===== config.mk =====
export PLATFORM = sky130hd
export DESIGN_NAME = search_scheduler
export DESIGN_NICKNAME = d
export VERILOG_FILES = /design/src/rtl/search_pkg.sv /design/src/rtl/key_fifo.sv /design/src/rtl/search_scheduler.sv
export SDC_FILE = /design/constraint.sdc
export NUM_CORES = 1
export LEC_CHECK = 0
export BUFFER_PORTS_ARGS = -buffer_cell sky130_fd_sc_hd__buf_2
export CAP_MARGIN = 0
export CORE_ASPECT_RATIO = 1.2
export CORE_MARGIN = 5
export CORE_UTILIZATION = 53
export DETAILED_ROUTE_END_ITERATION = 10
export PLACE_DENSITY = 0.8
export SYNTH_ARGS = -nofsm -noshare
export SYNTH_HDL_FRONTEND = slang
export SYNTH_HIERARCHICAL = 1
export SYNTH_SLANG_ARGS = --single-unit

===== constraint.sdc =====
create_clock -name Clock -period 3.4 [get_ports Clock]
set_input_delay 0.17 -clock Clock [delete_from_list [all_inputs] [get_ports Clock]]
set_output_delay 0.17 -clock Clock [all_outputs]
set_load 0.03 [all_outputs]

===== src/rtl/search_pkg.sv =====
// Shared types for the binary-search scheduler: FSM states and the
// per-key result record returned to the consumer.
package search_pkg;

  localparam int DEF_DATA_W = 8;
  localparam int DEF_ADDR_W = 5;

  typedef enum logic [2:0] {
    S_IDLE,
    S_LAUNCH,
    S_WAIT,
    S_RESULT,
    S_DRAIN
  } sched_state_t;

  typedef struct packed {
    logic [DEF_DATA_W-1:0] key;
    logic                  found;
    logic [DEF_ADDR_W-1:0] loc;
    logic                  timeout;
  } result_t;

endpackage


===== src/rtl/key_fifo.sv =====
// Small synchronous key FIFO; pointers wrap modulo QDEPTH and the
// occupancy count carries one extra bit to tell full from empty.
module key_fifo #(
  parameter int DATA_W = 8,
  parameter int QDEPTH = 4
) (
  input  logic              clk,
  input  logic              rst_n,
  input  logic              push,
  input  logic              pop,
  input  logic [DATA_W-1:0] din,
  output logic [DATA_W-1:0] head,
  output logic              full,
  output logic              empty
);

  localparam int PW = $clog2(QDEPTH);
  localparam logic [PW:0] FULL_CNT = QDEPTH[PW:0];

  logic [DATA_W-1:0] mem_q [QDEPTH];
  logic [PW-1:0]     wr_ptr_q, wr_ptr_d;
  logic [PW-1:0]     rd_ptr_q, rd_ptr_d;
  logic [PW:0]       cnt_q, cnt_d;

  always_comb begin
    wr_ptr_d = wr_ptr_q;
    rd_ptr_d = rd_ptr_q;
    cnt_d    = cnt_q;
    if (push) wr_ptr_d = wr_ptr_q + 1'b1;
    if (pop)  rd_ptr_d = rd_ptr_q + 1'b1;
    if (push && !pop)      cnt_d = cnt_q + 1'b1;
    else if (pop && !push) cnt_d = cnt_q - 1'b1;
  end

  always_ff @(posedge clk or negedge rst_n) begin
    if (!rst_n) begin
      wr_ptr_q <= '0;
      rd_ptr_q <= '0;
      cnt_q    <= '0;
    end else begin
      wr_ptr_q <= wr_ptr_d;
      rd_ptr_q <= rd_ptr_d;
      cnt_q    <= cnt_d;
    end
  end

  always_ff @(posedge clk) begin
    if (push) mem_q[wr_ptr_q] <= din;
  end

  assign head  = mem_q[rd_ptr_q];
  assign full  = (cnt_q == FULL_CNT);
  assign empty = (cnt_q == '0);

endmodule


===== src/rtl/search_scheduler.sv =====
// Launches queued keys on the binary-search engine one at a time and
// lends the shared RAM to the table loader between searches.
import search_pkg::*;

module search_scheduler #(
  parameter int DATA_W   = DEF_DATA_W,
  parameter int ADDR_W   = DEF_ADDR_W,
  parameter int QDEPTH   = 4,
  parameter int WR_BURST = 8,
  parameter int TIMEOUT  = 64
) (
  input  logic              Clock,
  input  logic              Reset_n,
  input  logic              req_valid,
  input  logic [DATA_W-1:0] req_key,
  output logic              req_ready,
  input  logic              wr_req,
  input  logic [ADDR_W-1:0] wr_addr,
  input  logic [DATA_W-1:0] wr_data,
  output logic              wr_grant,
  input  logic [ADDR_W-1:0] srch_addr,
  output logic              srch_Start,
  output logic              srch_Enable,
  output logic [DATA_W-1:0] srch_A,
  input  logic              srch_Done,
  input  logic              srch_Found,
  input  logic [ADDR_W-1:0] srch_Loc,
  output logic [ADDR_W-1:0] ram_address,
  output logic [DATA_W-1:0] ram_data,
  output logic              ram_wren,
  output logic              res_valid,
  input  logic              res_ready,
  output logic [DATA_W-1:0] res_key,
  output logic              res_found,
  output logic [ADDR_W-1:0] res_loc,
  output logic              res_timeout
);

  localparam int BW = $clog2(WR_BURST + 1);
  localparam int TW = $clog2(TIMEOUT + 1);
  localparam logic [BW-1:0] BURST_MAX = BW'(WR_BURST);
  localparam logic [TW-1:0] TMO_LAST  = TW'(TIMEOUT - 1);

  sched_state_t      state_q, state_d;
  logic [BW-1:0]     burst_q, burst_d;
  logic [TW-1:0]     tmo_q, tmo_d;
  result_t           res_q, res_d;
  logic              abort_q, abort_d;

  logic              push, pop;
  logic              fifo_full, fifo_empty;
  logic [DATA_W-1:0] head;

  assign req_ready = ~fifo_full;
  assign push      = req_valid & req_ready;

  key_fifo #(
    .DATA_W (DATA_W),
    .QDEPTH (QDEPTH)
  ) u_fifo (
    .clk   (Clock),
    .rst_n (Reset_n),
    .push  (push),
    .pop   (pop),
    .din   (req_key),
    .head  (head),
    .full  (fifo_full),
    .empty (fifo_empty)
  );

  always_comb begin
    state_d     = state_q;
    burst_d     = burst_q;
    tmo_d       = tmo_q;
    res_d       = res_q;
    abort_d     = 1'b0;
    pop         = 1'b0;
    wr_grant    = 1'b0;
    srch_Start  = 1'b0;
    srch_A      = '0;
    ram_address = srch_addr;
    ram_data    = '0;
    ram_wren    = 1'b0;
    res_valid   = 1'b0;
    unique case (state_q)
      S_IDLE: begin
        wr_grant    = wr_req &
                      ~(~fifo_empty & (burst_q == BURST_MAX));
        ram_address = wr_addr;
        ram_data    = wr_data;
        ram_wren    = wr_grant;
        if (fifo_empty) begin
          burst_d = '0;
        end else if (wr_grant) begin
          burst_d = burst_q + 1'b1;
        end else begin
          burst_d = '0;
          state_d = S_LAUNCH;
        end
      end
      S_LAUNCH: begin
        srch_Start = 1'b1;
        srch_A     = head;
        tmo_d      = '0;
        state_d    = S_WAIT;
      end
      S_WAIT: begin
        srch_Start = 1'b1;
        srch_A     = head;
        tmo_d      = tmo_q + 1'b1;
        if (srch_Done) begin
          pop           = 1'b1;
          res_d.key     = head;
          res_d.found   = srch_Found;
          res_d.loc     = srch_Found ? srch_Loc : '0;
          res_d.timeout = 1'b0;
          state_d       = S_RESULT;
        end else if (tmo_q == TMO_LAST) begin
          // Engine is stuck: drop Enable next cycle to force it idle.
          pop           = 1'b1;
          res_d.key     = head;
          res_d.found   = 1'b0;
          res_d.loc     = '0;
          res_d.timeout = 1'b1;
          abort_d       = 1'b1;
          state_d       = S_RESULT;
        end
      end
      S_RESULT: begin
        res_valid = 1'b1;
        if (res_ready) state_d = S_DRAIN;
      end
      S_DRAIN: begin
        state_d = S_IDLE;
      end
      default: state_d = S_IDLE;
    endcase
  end

  always_ff @(posedge Clock or negedge Reset_n) begin
    if (!Reset_n) begin
      state_q <= S_IDLE;
      burst_q <= '0;
      tmo_q   <= '0;
      res_q   <= '0;
      abort_q <= 1'b0;
    end else begin
      state_q <= state_d;
      burst_q <= burst_d;
      tmo_q   <= tmo_d;
      res_q   <= res_d;
      abort_q <= abort_d;
    end
  end

  assign srch_Enable = ~abort_q;
  assign res_key     = res_q.key;
  assign res_found   = res_q.found;
  assign res_loc     = res_q.loc;
  assign res_timeout = res_q.timeout;

endmodule

==> flow_summary.ini <==
[synth]
syn-num-nets = 290
synth_area_leaders = edfxtp_1 30%, dfrtp_1 29%, mux4_2 5.7%, and2_1 4.0%, ha_1 3.2%
synth_edf_count = 32
synth_area_um2 = 3160
synthTopCellsByCount = 37 x dfrtp_1, 32 x edfxtp_1, 26 x nand2_1
yosys_warnings = 6
yosysMostFrequentCell = dfrtp_1
synthArstFlopShare = 0.536
synth_cell_types = 45
synth_top_area_share = 0.305
synth_ff_type = dfrtp_1
syn_area_per_cell_um2 = 13.0
synth-seq-cells = 69
synthCells = 243
synth.largest_area_cell = edfxtp_1
yosysSeqAreaShare = 0.598

[routing]
drc = 0
dr.pass1.iters = 4
drt-wirelength-per-cell_um = 15.6
drtIter0Drc = 113
final_antenna_net_count = 0
finalWirelength_um = 6360
via_per_inst = 5.16
routed-via-count = 2104

[grt]
met2_usage = 0.298
grt_pass1_vias = 2155
grt.overflow.total = 0
grt_pass1_wl_um = 10400
top_usage_layer = met2
grtUsageMet3 = 0.0458
grt_use_total = 0.184
grt_max_degree = 38
antenna_found_initial = 0
grt_util_met1 = 0.231

[finish]
area_growth_pct = 18.8
fin_util = 0.653
n_antenna_cell = 0
n_fill_cell = 431
seq_area_um2 = 1890
nNetsFinal = 370
drive_gt1_frac = 0.348
multi_input_comb_area_um2 = 1130

[worst_setup_path]
end_kind = flop
crit_fanout = 4
r2r_slack_ns = 0.89
arrival_ns = 2.78
start_kind = flop
crit_type = reg -> reg
crit_required_ns = 3.67

[pwr]
seq_power_share = 0.379
p_clk_frac = 0.156
p_per_area_nw_per_um2 = 949
switching_share = 0.437
p_switching_mw = 1.55
ir_worst_vdd_uv = 517
intPower_mw = 2.00
combPwrFrac = 0.465
p_leak_nw = 1.72

[sta]
period_needed_ns = 2.51
hold_viol_final = 0
setup_viol = 0
fin_crit_sh = 0.739
rsz0062_at_grt = no
timing.slew.headroom = 0.422
tightest_slew_ns = 0.868
finClkSkew_ns = 0.00691
fmax_mhz = 398
hold_ws_ns = 0.0399
tns_ns = 0
slew_viol_final = 0

[clocking]
cts-htree-levels = 3
cts_made_buffers = 9
clk_pin_slew_ns = 0.07
postCtsSetupRepairBufs = 0
ctsHoldBuffers = 1
post_cts_resized = 0
clockRootBuffer = clkbuf_8
clock_path_buffers = 2
cts_sinks = 69
worstSkewPairLatency_ns = 0.34
cts_tree = yes

[floorplanning]
core_um2 = 5740
fp.dieW_um = 80.4
die_area_um2 = 7600
io_pins = 80
initial_core_util = 0.549
row_count = 30
die_h_um = 94.5

[job]
drv_cap = 0

[hold_path]
worstHoldPathType = in -> reg

[placed_design]
io_buffers = 79
hpwl_um = 4570
place.gp.congestion = 0.844

[outcome]
status = complete, no violations
[critical path, stage by stage (launching register included)]
cell and delay (ns):
dfrtp_1 0.40, ha_1 0.24, and4_1 0.24, a31oi_1 0.20, nand2b_1 0.16, inv_1 0.08, inv_1 0.07, ha_1 0.17
inv_1 0.06, fa_1 0.37, xor2_1 0.17, nor2_1 0.12, xor2_1 0.15
[cell families (layout without fill, tap and decap cells)]
family,Yosys count,in the layout,synth area share
multiplexers,17,17,0.0928
buffers and inverters,26,111,0.0424
AND/OR/NAND/NOR,82,82,0.138
flip-flops,69,69,0.598
XOR/XNOR,8,8,0.0222
AO/OA/AOI/OAI,32,32,0.0690
adder cells (fa/ha/maj),9,9,0.0381
[cell type report]
cell class	count	share of cell area
clock buffers	11	0.0350
multi-input cells	148	0.303
repair buffers	82	0.112
flip-flops and latches	69	0.503
inverters	13	0.0130
well taps	80	0.0267
clock inverters	5	0.00734
[path summary, 6_finish.rpt]
path,cells after the start,endpoint,from
setup / recovery,12,u_fifo/cnt_q[2]$_DFFE_PN0P_,tmo_q[0]$_DFFE_PN0N_
hold / removal,2,abort_q$_DFF_PN0_,srch_Done
setup reg to reg,12,u_fifo/cnt_q[2]$_DFFE_PN0P_,tmo_q[0]$_DFFE_PN0N_
hold reg to reg,1,res_found$_DFFE_PN0P_,res_found$_DFFE_PN0P_
max in group asynchronous,2,res_key[4]$_DFFE_PN0P_,Reset_n
min in group asynchronous,2,burst_q[3]$_DFFE_PN0P_,Reset_n
[flip-flops by register name, summed over array words and instances, names as in the netlist]
| signal | cells |
|---|---|
| abort_q | 1 |
| burst_q | 4 |
| res_found | 1 |
| res_key | 8 |
| res_loc | 5 |
| res_timeout | 1 |
| state_q | 3 |
| tmo_q | 7 |
| u_fifo/cnt_q | 3 |
| u_fifo/mem_q | 32 |
| u_fifo/rd_ptr_q | 2 |
| u_fifo/wr_ptr_q | 2 |
[through the flow]
stage	instance area (µm²)	setup WS [ns]	power, mW	std cells
after floorplan	3160	0.852	2.59	243
after global placement	3580	0.972	2.98	391
after detailed placement	3580	0.887	3.04	391
after CTS	3750	0.875	3.60	408
after global routing	3750	0.682	3.80	408
final	3750	0.886	3.56	408
[cell usage in the layout, fill, tap and decap left out, types with 3 or more instances in the layout]
| cell | instances |
|---|---|
| xor2_1 | 5 |
| nor2_1 | 8 |
| nand3_1 | 6 |
| edfxtp_1 | 32 |
| clkinv_2 | 4 |
| nand2b_1 | 4 |
| dfrtp_1 | 37 |
| nor3_1 | 5 |
| ha_1 | 8 |
| buf_2 | 79 |
| clkbuf_8 | 9 |
| nand2_1 | 26 |
| xnor2_1 | 3 |
| o21ai_0 | 12 |
| and2_1 | 20 |
| a22o_1 | 6 |
| inv_1 | 13 |
| mux4_2 | 8 |
| mux2_4 | 3 |
| mux2_2 | 6 |
[routing by layer]
layer  wire (µm)  part of all wire  vias to the layer above
li1            -                 -                     1017
met1        2590              0.41                     1028
met2        3380              0.53                       45
met3         257             0.040                       14
met4         124             0.020                        0
met5           0                 0                        -
[power groups by stage]
stage	clock [mW]	combinational [mW]	sequential, mW
after floorplan	0	1.18	1.41
after global placement	0	1.63	1.35
after detailed placement	0	1.67	1.37
after CTS	0.573	1.68	1.35
after global routing	0.615	1.79	1.39
final	0.555	1.65	1.35
(Power assumes the default switching activity.)
